==> config.mk <==
export PLATFORM = sky130hd
export DESIGN_NAME = spi_slave_rx
export DESIGN_NICKNAME = d
export VERILOG_FILES = /design/src/rtl/spi_slave_rx.sv
export SDC_FILE = /design/constraint.sdc
export NUM_CORES = 1
export LEC_CHECK = 0
export ABC_CLOCK_PERIOD_IN_PS = 2170
export CORE_ASPECT_RATIO = 0.5
export CORE_MARGIN = 5
export CORE_UTILIZATION = 40
export DETAILED_ROUTE_END_ITERATION = 8
export PLACE_DENSITY = 0.6
export SETUP_SLACK_MARGIN = 0.2
export SLEW_MARGIN = 20
export SYNTH_ARGS = -nofsm -noshare
export SYNTH_HDL_FRONTEND = slang
export SYNTH_SLANG_ARGS = --single-unit
export TNS_END_PERCENT = 5
==> constraint.sdc <==
create_clock -name clk -period 2.17 [get_ports clk]
set_clock_uncertainty 0.15 [all_clocks]
set_input_delay 0.434 -clock clk [delete_from_list [all_inputs] [get_ports clk]]
set_output_delay 0.434 -clock clk [all_outputs]
set_load 0.01 [all_outputs]
==> src/rtl/spi_slave_rx.sv <==
`timescale 1ns/1ps
// -----------------------------------------------------------------------------
// spi_slave_rx
//
// SPI mode-0 slave endpoint running on the system clock. sck/csn/mo are
// oversampled through a synchroniser chain. Each csn-low window carries one
// MSB-first frame: the received word is presented on rx_data with a one-cycle
// rx_valid pulse. The word pre-loaded through the tx handshake is shifted back
// out on mi during the same frame.
//
// Ports:
//   clk, rst         system clock, synchronous active-high reset
//   sck, csn, mo     SPI pins from the master (sck idle low, csn active low)
//   mi               registered master-in data, 0 whenever busy is low
//   tx_data/tx_valid word offered for the next frame; tx_ready = shadow empty
//   rx_data/rx_valid last complete frame, one-cycle pulse on update
//   busy             high from frame start until csn returns high
//
// Optional feature (macro SPI_SLV_ERR_EN): adds err_abort, err_underrun and
// err_extra one-cycle pulse outputs.
// -----------------------------------------------------------------------------
module spi_slave_rx #(
  parameter int FRAME_BITS  = 32,
  parameter int SYNC_STAGES = 2
) (
  input  logic                  clk,
  input  logic                  rst,
  input  logic                  sck,
  input  logic                  csn,
  input  logic                  mo,
  output logic                  mi,
  input  logic [FRAME_BITS-1:0] tx_data,
  input  logic                  tx_valid,
  output logic                  tx_ready,
  output logic [FRAME_BITS-1:0] rx_data,
  output logic                  rx_valid,
`ifdef SPI_SLV_ERR_EN
  output logic                  err_abort,
  output logic                  err_underrun,
  output logic                  err_extra,
`endif
  output logic                  busy
);

  localparam int CNT_W = $clog2(FRAME_BITS + 1);

  typedef enum logic [1:0] {IDLE, SHIFT, DONE} state_t;

  // Synchroniser chain, bit order {sck, csn, mo}. Reset to all zeros so that
  // a csn already low when rst releases produces no falling edge: a new
  // frame needs csn to go high and then low again.
  genvar gi;
  generate
    for (gi = 0; gi < SYNC_STAGES; gi++) begin : g_sync
      logic [2:0] stage_in;
      logic [2:0] stage_reg;
      if (gi == 0) begin : g_in
        assign stage_in = {sck, csn, mo};
      end else begin : g_chain
        assign stage_in = g_sync[gi-1].stage_reg;
      end
      always_ff @(posedge clk) begin
        if (rst) stage_reg <= '0;
        else     stage_reg <= stage_in;
      end
    end
  endgenerate

  logic [2:0] pins_sync;
  logic [1:0] hist_reg;   // {sck, csn} history for edge detection
  assign pins_sync = g_sync[SYNC_STAGES-1].stage_reg;

  always_ff @(posedge clk) begin
    if (rst) hist_reg <= '0;
    else     hist_reg <= pins_sync[2:1];
  end

  logic sck_rise, sck_fall, csn_rise, csn_fall, mo_s;
  assign sck_rise = pins_sync[2] & ~hist_reg[1];
  assign sck_fall = ~pins_sync[2] & hist_reg[1];
  assign csn_rise = pins_sync[1] & ~hist_reg[0];
  assign csn_fall = ~pins_sync[1] & hist_reg[0];
  assign mo_s     = pins_sync[0];

  state_t                state_reg;
  logic [CNT_W-1:0]      bit_cnt_reg;
  // Both shift registers hold FRAME_BITS-1 bits: the rx word is completed
  // with the current mo sample, and the current tx MSB already sits in mi_reg.
  logic [FRAME_BITS-2:0] rx_shift_reg;
  logic [FRAME_BITS-2:0] tx_shift_reg;
  logic [FRAME_BITS-1:0] shadow_reg;
  logic                  shadow_full_reg;
  logic                  mi_reg;
  logic [FRAME_BITS-1:0] rx_data_reg;
  logic                  rx_valid_reg;
  logic                  busy_reg;
`ifdef SPI_SLV_ERR_EN
  logic                  err_abort_reg;
  logic                  err_underrun_reg;
  logic                  err_extra_reg;
  logic                  extra_seen_reg;
`endif

  logic last_bit;
  assign last_bit = (bit_cnt_reg == CNT_W'(FRAME_BITS - 1));

  always_ff @(posedge clk) begin
    if (rst) begin
      state_reg       <= IDLE;
      bit_cnt_reg     <= '0;
      rx_shift_reg    <= '0;
      tx_shift_reg    <= '0;
      shadow_reg      <= '0;
      shadow_full_reg <= 1'b0;
      mi_reg          <= 1'b0;
      rx_data_reg     <= '0;
      rx_valid_reg    <= 1'b0;
      busy_reg        <= 1'b0;
`ifdef SPI_SLV_ERR_EN
      err_abort_reg    <= 1'b0;
      err_underrun_reg <= 1'b0;
      err_extra_reg    <= 1'b0;
      extra_seen_reg   <= 1'b0;
`endif
    end else begin
      rx_valid_reg <= 1'b0;
`ifdef SPI_SLV_ERR_EN
      err_abort_reg    <= 1'b0;
      err_underrun_reg <= 1'b0;
      err_extra_reg    <= 1'b0;
`endif
      case (state_reg)
        IDLE: begin
          busy_reg <= 1'b0;
          mi_reg   <= 1'b0;
          if (csn_fall) begin
            // Uses the shadow as it was before this edge; an empty shadow
            // sends an all-zero word.
            tx_shift_reg    <= shadow_full_reg ? shadow_reg[FRAME_BITS-2:0] : '0;
            mi_reg          <= shadow_full_reg & shadow_reg[FRAME_BITS-1];
            shadow_full_reg <= 1'b0;
            bit_cnt_reg     <= '0;
            busy_reg        <= 1'b1;
            state_reg       <= SHIFT;
`ifdef SPI_SLV_ERR_EN
            err_underrun_reg <= ~shadow_full_reg;
            extra_seen_reg   <= 1'b0;
`endif
          end
        end
        SHIFT: begin
          if (sck_rise) begin
            rx_shift_reg <= {rx_shift_reg[FRAME_BITS-3:0], mo_s};
            bit_cnt_reg  <= bit_cnt_reg + 1'b1;
            if (last_bit) begin
              rx_data_reg  <= {rx_shift_reg, mo_s};
              rx_valid_reg <= 1'b1;
              mi_reg       <= 1'b0;
              state_reg    <= DONE;
            end
          end else if (sck_fall) begin
            mi_reg       <= tx_shift_reg[FRAME_BITS-2];
            tx_shift_reg <= {tx_shift_reg[FRAME_BITS-3:0], 1'b0};
          end
          // A csn rise coinciding with the final sck rise still completes the
          // frame above; either way the block returns to IDLE.
          if (csn_rise) begin
            state_reg <= IDLE;
            busy_reg  <= 1'b0;
            mi_reg    <= 1'b0;
`ifdef SPI_SLV_ERR_EN
            err_abort_reg <= ~(sck_rise & last_bit);
`endif
          end
        end
        DONE: begin
          mi_reg <= 1'b0;
`ifdef SPI_SLV_ERR_EN
          if (sck_rise && !extra_seen_reg) begin
            err_extra_reg  <= 1'b1;
            extra_seen_reg <= 1'b1;
          end
`endif
          if (csn_rise) begin
            state_reg <= IDLE;
            busy_reg  <= 1'b0;
          end
        end
        default: begin
          state_reg <= IDLE;
          busy_reg  <= 1'b0;
          mi_reg    <= 1'b0;
        end
      endcase

      // Placed last so a load in the same cycle as a frame-start consume
      // wins: that word is kept for the following frame.
      if (tx_valid && !shadow_full_reg) begin
        shadow_reg      <= tx_data;
        shadow_full_reg <= 1'b1;
      end
    end
  end

  assign mi       = mi_reg;
  assign tx_ready = ~shadow_full_reg;
  assign rx_data  = rx_data_reg;
  assign rx_valid = rx_valid_reg;
  assign busy     = busy_reg;
`ifdef SPI_SLV_ERR_EN
  assign err_abort    = err_abort_reg;
  assign err_underrun = err_underrun_reg;
  assign err_extra    = err_extra_reg;
`endif

endmodule

==> out/metrics.sh <==
STATUS='finished clean'
ROWS=31
CRITPATHCAPTURETYPE='output pin'
FINAL_DESIGN_AREA_NO_FILL_MM2=0.00759
MIN_PERIOD_PS=1950
SYNTH_TOP_AREA_SHARE_PCT=48.5
YOSYS.CELL_TYPES.COUNT=42
CELLPOWERDENSITY_mW_PER_MM2=995
DIE_AREA_MM2=0.0178
H-TREE-DEPTH=4
CELL_INTERNAL_POWER_W=0.00543
MAXIMUM_CLOCK_FREQUENCY_MHz=514
VIAS_PER_CELL=4.99
SW_RATIO_PCT=28.1
FINAL_COMMON_CELL='nand2_1'
LEAKAGEPOWER_nW=2.53
MAX_SLEW_MARGIN_PCT=57.2
LAYOUT.CELLS.MOST_COMMON_LIST='229 x nand2_1, 146 x dfxtp_1, 131 x a21oi_1'
MAPPEDNETLISTNETS=753
START_KIND='flip-flop'
CTS_TREE='built'
WORST_PIN_SLEW_PS=642
PLACE_INST=943
SWITCHINGPOWER_W=0.00212
YOSYS.AREA.TOP_TYPE='dfxtp_1'
POSTROUTEANTENNANETS=0
SYNTHESIS.AREA_PER_INSTANCE_UM2=8.50
GROUTE.LAYER.MET3.USAGE_PCT=3.00
CLOCK_SINKS=146
GR-USAGE-ALL-LAYERS_PCT=14.9
VDD.IR_DROP.WORST_V=0.000659
GRT_FIRST_PASS_WIRELENGTH_UM=22400
KIND_OF_CRITICAL_PATH='reg2out'
POWER_W=0.00755
POST_CTS_HOLD_BUFFER_COUNT=0
YS_SEQ_AREA_SHARE_PCT=48.5
REMAINING_DRC_ERRORS=0
POWER.SHARE.SEQUENTIAL_PCT=40.2
CELLS_AFTER_SYNTHESIS=709
CHIPWIDTH_UM=184
MIN_PERIOD_OVER_PERIOD_PCT=89.6
SETUP-TNS-FINAL_PS=0
AREA_GROWTH_SYN_TO_LAYOUT_PCT=25.9
DR_TOTAL_VIAS=4879
CLOCK_PATH_BUFFERS=2
SEQUENTIAL_CELL_AREA_MM2=0.00292
GRTUSAGEMET2_PCT=24.1
SHARE_OF_FINAL_LAYOUT_STANDARD_CELLS_STRONGER_THAN_DRIVE_STRENGTH_1_PCT=12.3
TIMING.CRITICAL_PATH.FANOUT_MAX=2
RSZ0062_AT_GRT='yes'
SYNTH.TOP_CELLS.BY_AREA='dfxtp_1 49%, nand2_1 14%, a21oi_1 11%'
DR.PASS1.ITERS=5
ARRIVAL_PS=1360
MAXSLEWVIOLCOUNT=0
CAP_VIOL_MAX_COUNT=0
CLK_ROOT_BUFFER_CELL='clkbuf_16'
FINAL-INSTANCE-COUNT-EXCL-FILL=977
CORE-AREA_MM2=0.0146
CLOCK_INSERTION_DELAY_WORST_SKEW_PS=410
GLOBAL_PLACER_S_FINAL_WEIGHTED_CONGESTION=0.786
GRT_OVERFLOW_TOTAL=0
NUM_IO_PINS=74
DRT_FIRST_ITER_VIOLATIONS=237
ANTENNA_CELLS_INSERTED=0
PLACED_AREA_MM2=0.00693
CLOCKPOWERSHARE_PCT=40.5
POST_SYNTH_INSTANCE_AREA_MM2=0.00603
COMBPWRFRAC_PCT=19.2
GRT_START_MAX_NET_PINS=62
GRT_BUSIEST_LAYER='met2'
NUM-FILL-CELLS=1440
FINISH.NET_COUNT=810
DIE_Y_UM=96.8
SETUP_VIOLATIONS=0
HOLD_VIOLATIONS=0
CTS_INSERTED_BUFFERS=17
YOSYS_WARNINGS=0
REQUIRED_WORST_ENDPOINT_PS=1590
POST_DRT_WL_PER_CELL_UM=13.5
POSTROUTEWIRELENGTH_UM=13200
FLOORPLAN.INITIALDENSITY_PCT=41.2
ANTENNA_VIOLATIONS_BEFORE_REPAIR=0
PORT_BUFFERS=73
DPL.HPWL_UM=7990
MIN_PATH_TYPE='reg2reg'
MULTI_INPUT_LOGIC_AREA_MM2=0.00278
YS_SEQ_ELEMENTS=146
VIA_COUNT_OF_THE_FIRST_GLOBAL_ROUTING_PASS=4675
GRT.MET1_USAGE_PCT=20.1
CTS.REPORTEDPATHS.CLKPINSLEW_PS=60
-- what timing repair did --
action,in CTS,in global routing
endpoints found under the setup margin,30,32
gates resized for setup,1,0
buffers inserted,0,1
pin swaps,1,1
cloned,1,0
-- power by group through the flow --
stage / sequential, W / combinational, W / clock, W
final: 0.00304 / 0.00145 / 0.00306
after global routing: 0.00306 / 0.00159 / 0.00325
after CTS: 0.00304 / 0.00143 / 0.00314
after detailed placement: 0.00309 / 0.00140 / 0
after global placement: 0.00309 / 0.00137 / 0
after floorplan: 0.00306 / 0.00113 / 0
-- routing by layer --
metal | share of wire, % | wire length (um) | up-vias
li1 | - | - | 2522
met2 | 46 | 6070 | 72
met4 | 0.93 | 122 | 0
met5 | 0 | 0 | -
met3 | 2.9 | 376 | 10
met1 | 50 | 6600 | 2275
-- per-stage QoR --
| step | setup WS (ps) | hold WS (ps) | utilization (%) |
|---|---|---|---|
| floorplan | 535 | 264 | - |
| CTS | 210 | 287 | 51.7 |
| global placement | -46.8 | 291 | 47.4 |
| detailed placement | -127 | 278 | 47.4 |
| finish | 225 | 283 | 51.9 |
| global route | 116 | 313 | 51.9 |
-- layout make-up --
class,count,share of cell area [%]
Clock buffer,19,5.97
Clock inverter,13,2.28
Sequential cell,146,38.5
Tap cell,198,3.27
Timing Repair Buffer,96,13.0
Multi-Input combinational cell,498,36.6
Inverter,7,0.346
-- cells in the mapped netlist (all sizes together) --
master,n
nand2,229
dfxtp,146
a21oi,132
buf,38
nand3b,31
a311oi,30
clkbuf,21
nor2,11
nor2b,11
inv,7
ha,6
nand2b,5
mux2i,4
nand4,4
a21o,3
and2,3
and3,3
o21ai,3
or3,3
a211oi,2
a21boi,2
and3b,2
nand3,2
o21a,2
a22oi,1
a2bb2oi,1
a31oi,1
a32o,1
and4bb,1
nand4b,1
o21bai,1
o22ai,1
or2,1
-- logic make-up after synthesis --
family,Yosys count,share of synthesized area (%)
AOI/OAI and AO/OA,180,20.8
adders and majority gates,6,1.25
buffers and inverters,66,5.83
DFF,146,48.5
muxes,4,0.664
and+or+nand+nor,307,22.9
-- worst max-delay path, stage by stage (launching register included) --
cell and delay [ps]:
dfxtp_1 340, inv_1 80, clkdlybuf4s50_1 540
-- path summary, 6_finish.rpt --
path / from / end / slack (ps) / depth (start not counted)
worst max-delay path: shadow_full_reg$_SDFFE_PP0P_ / tx_ready / 220 / 2
worst min-delay path: g_sync[0].stage_reg[1]$_SDFF_PP0_ / g_sync[1].stage_reg[1]$_SDFF_PP0_ / 280 / 1
worst max register to register: state_reg[0]$_SDFFE_PP0P_ / tx_shift_reg[21]$_SDFFE_PP0P_ / 230 / 6
worst min register to register: g_sync[0].stage_reg[1]$_SDFF_PP0_ / g_sync[1].stage_reg[1]$_SDFF_PP0_ / 280 / 1
Note: power is estimated with default switching activity, not from simulation.
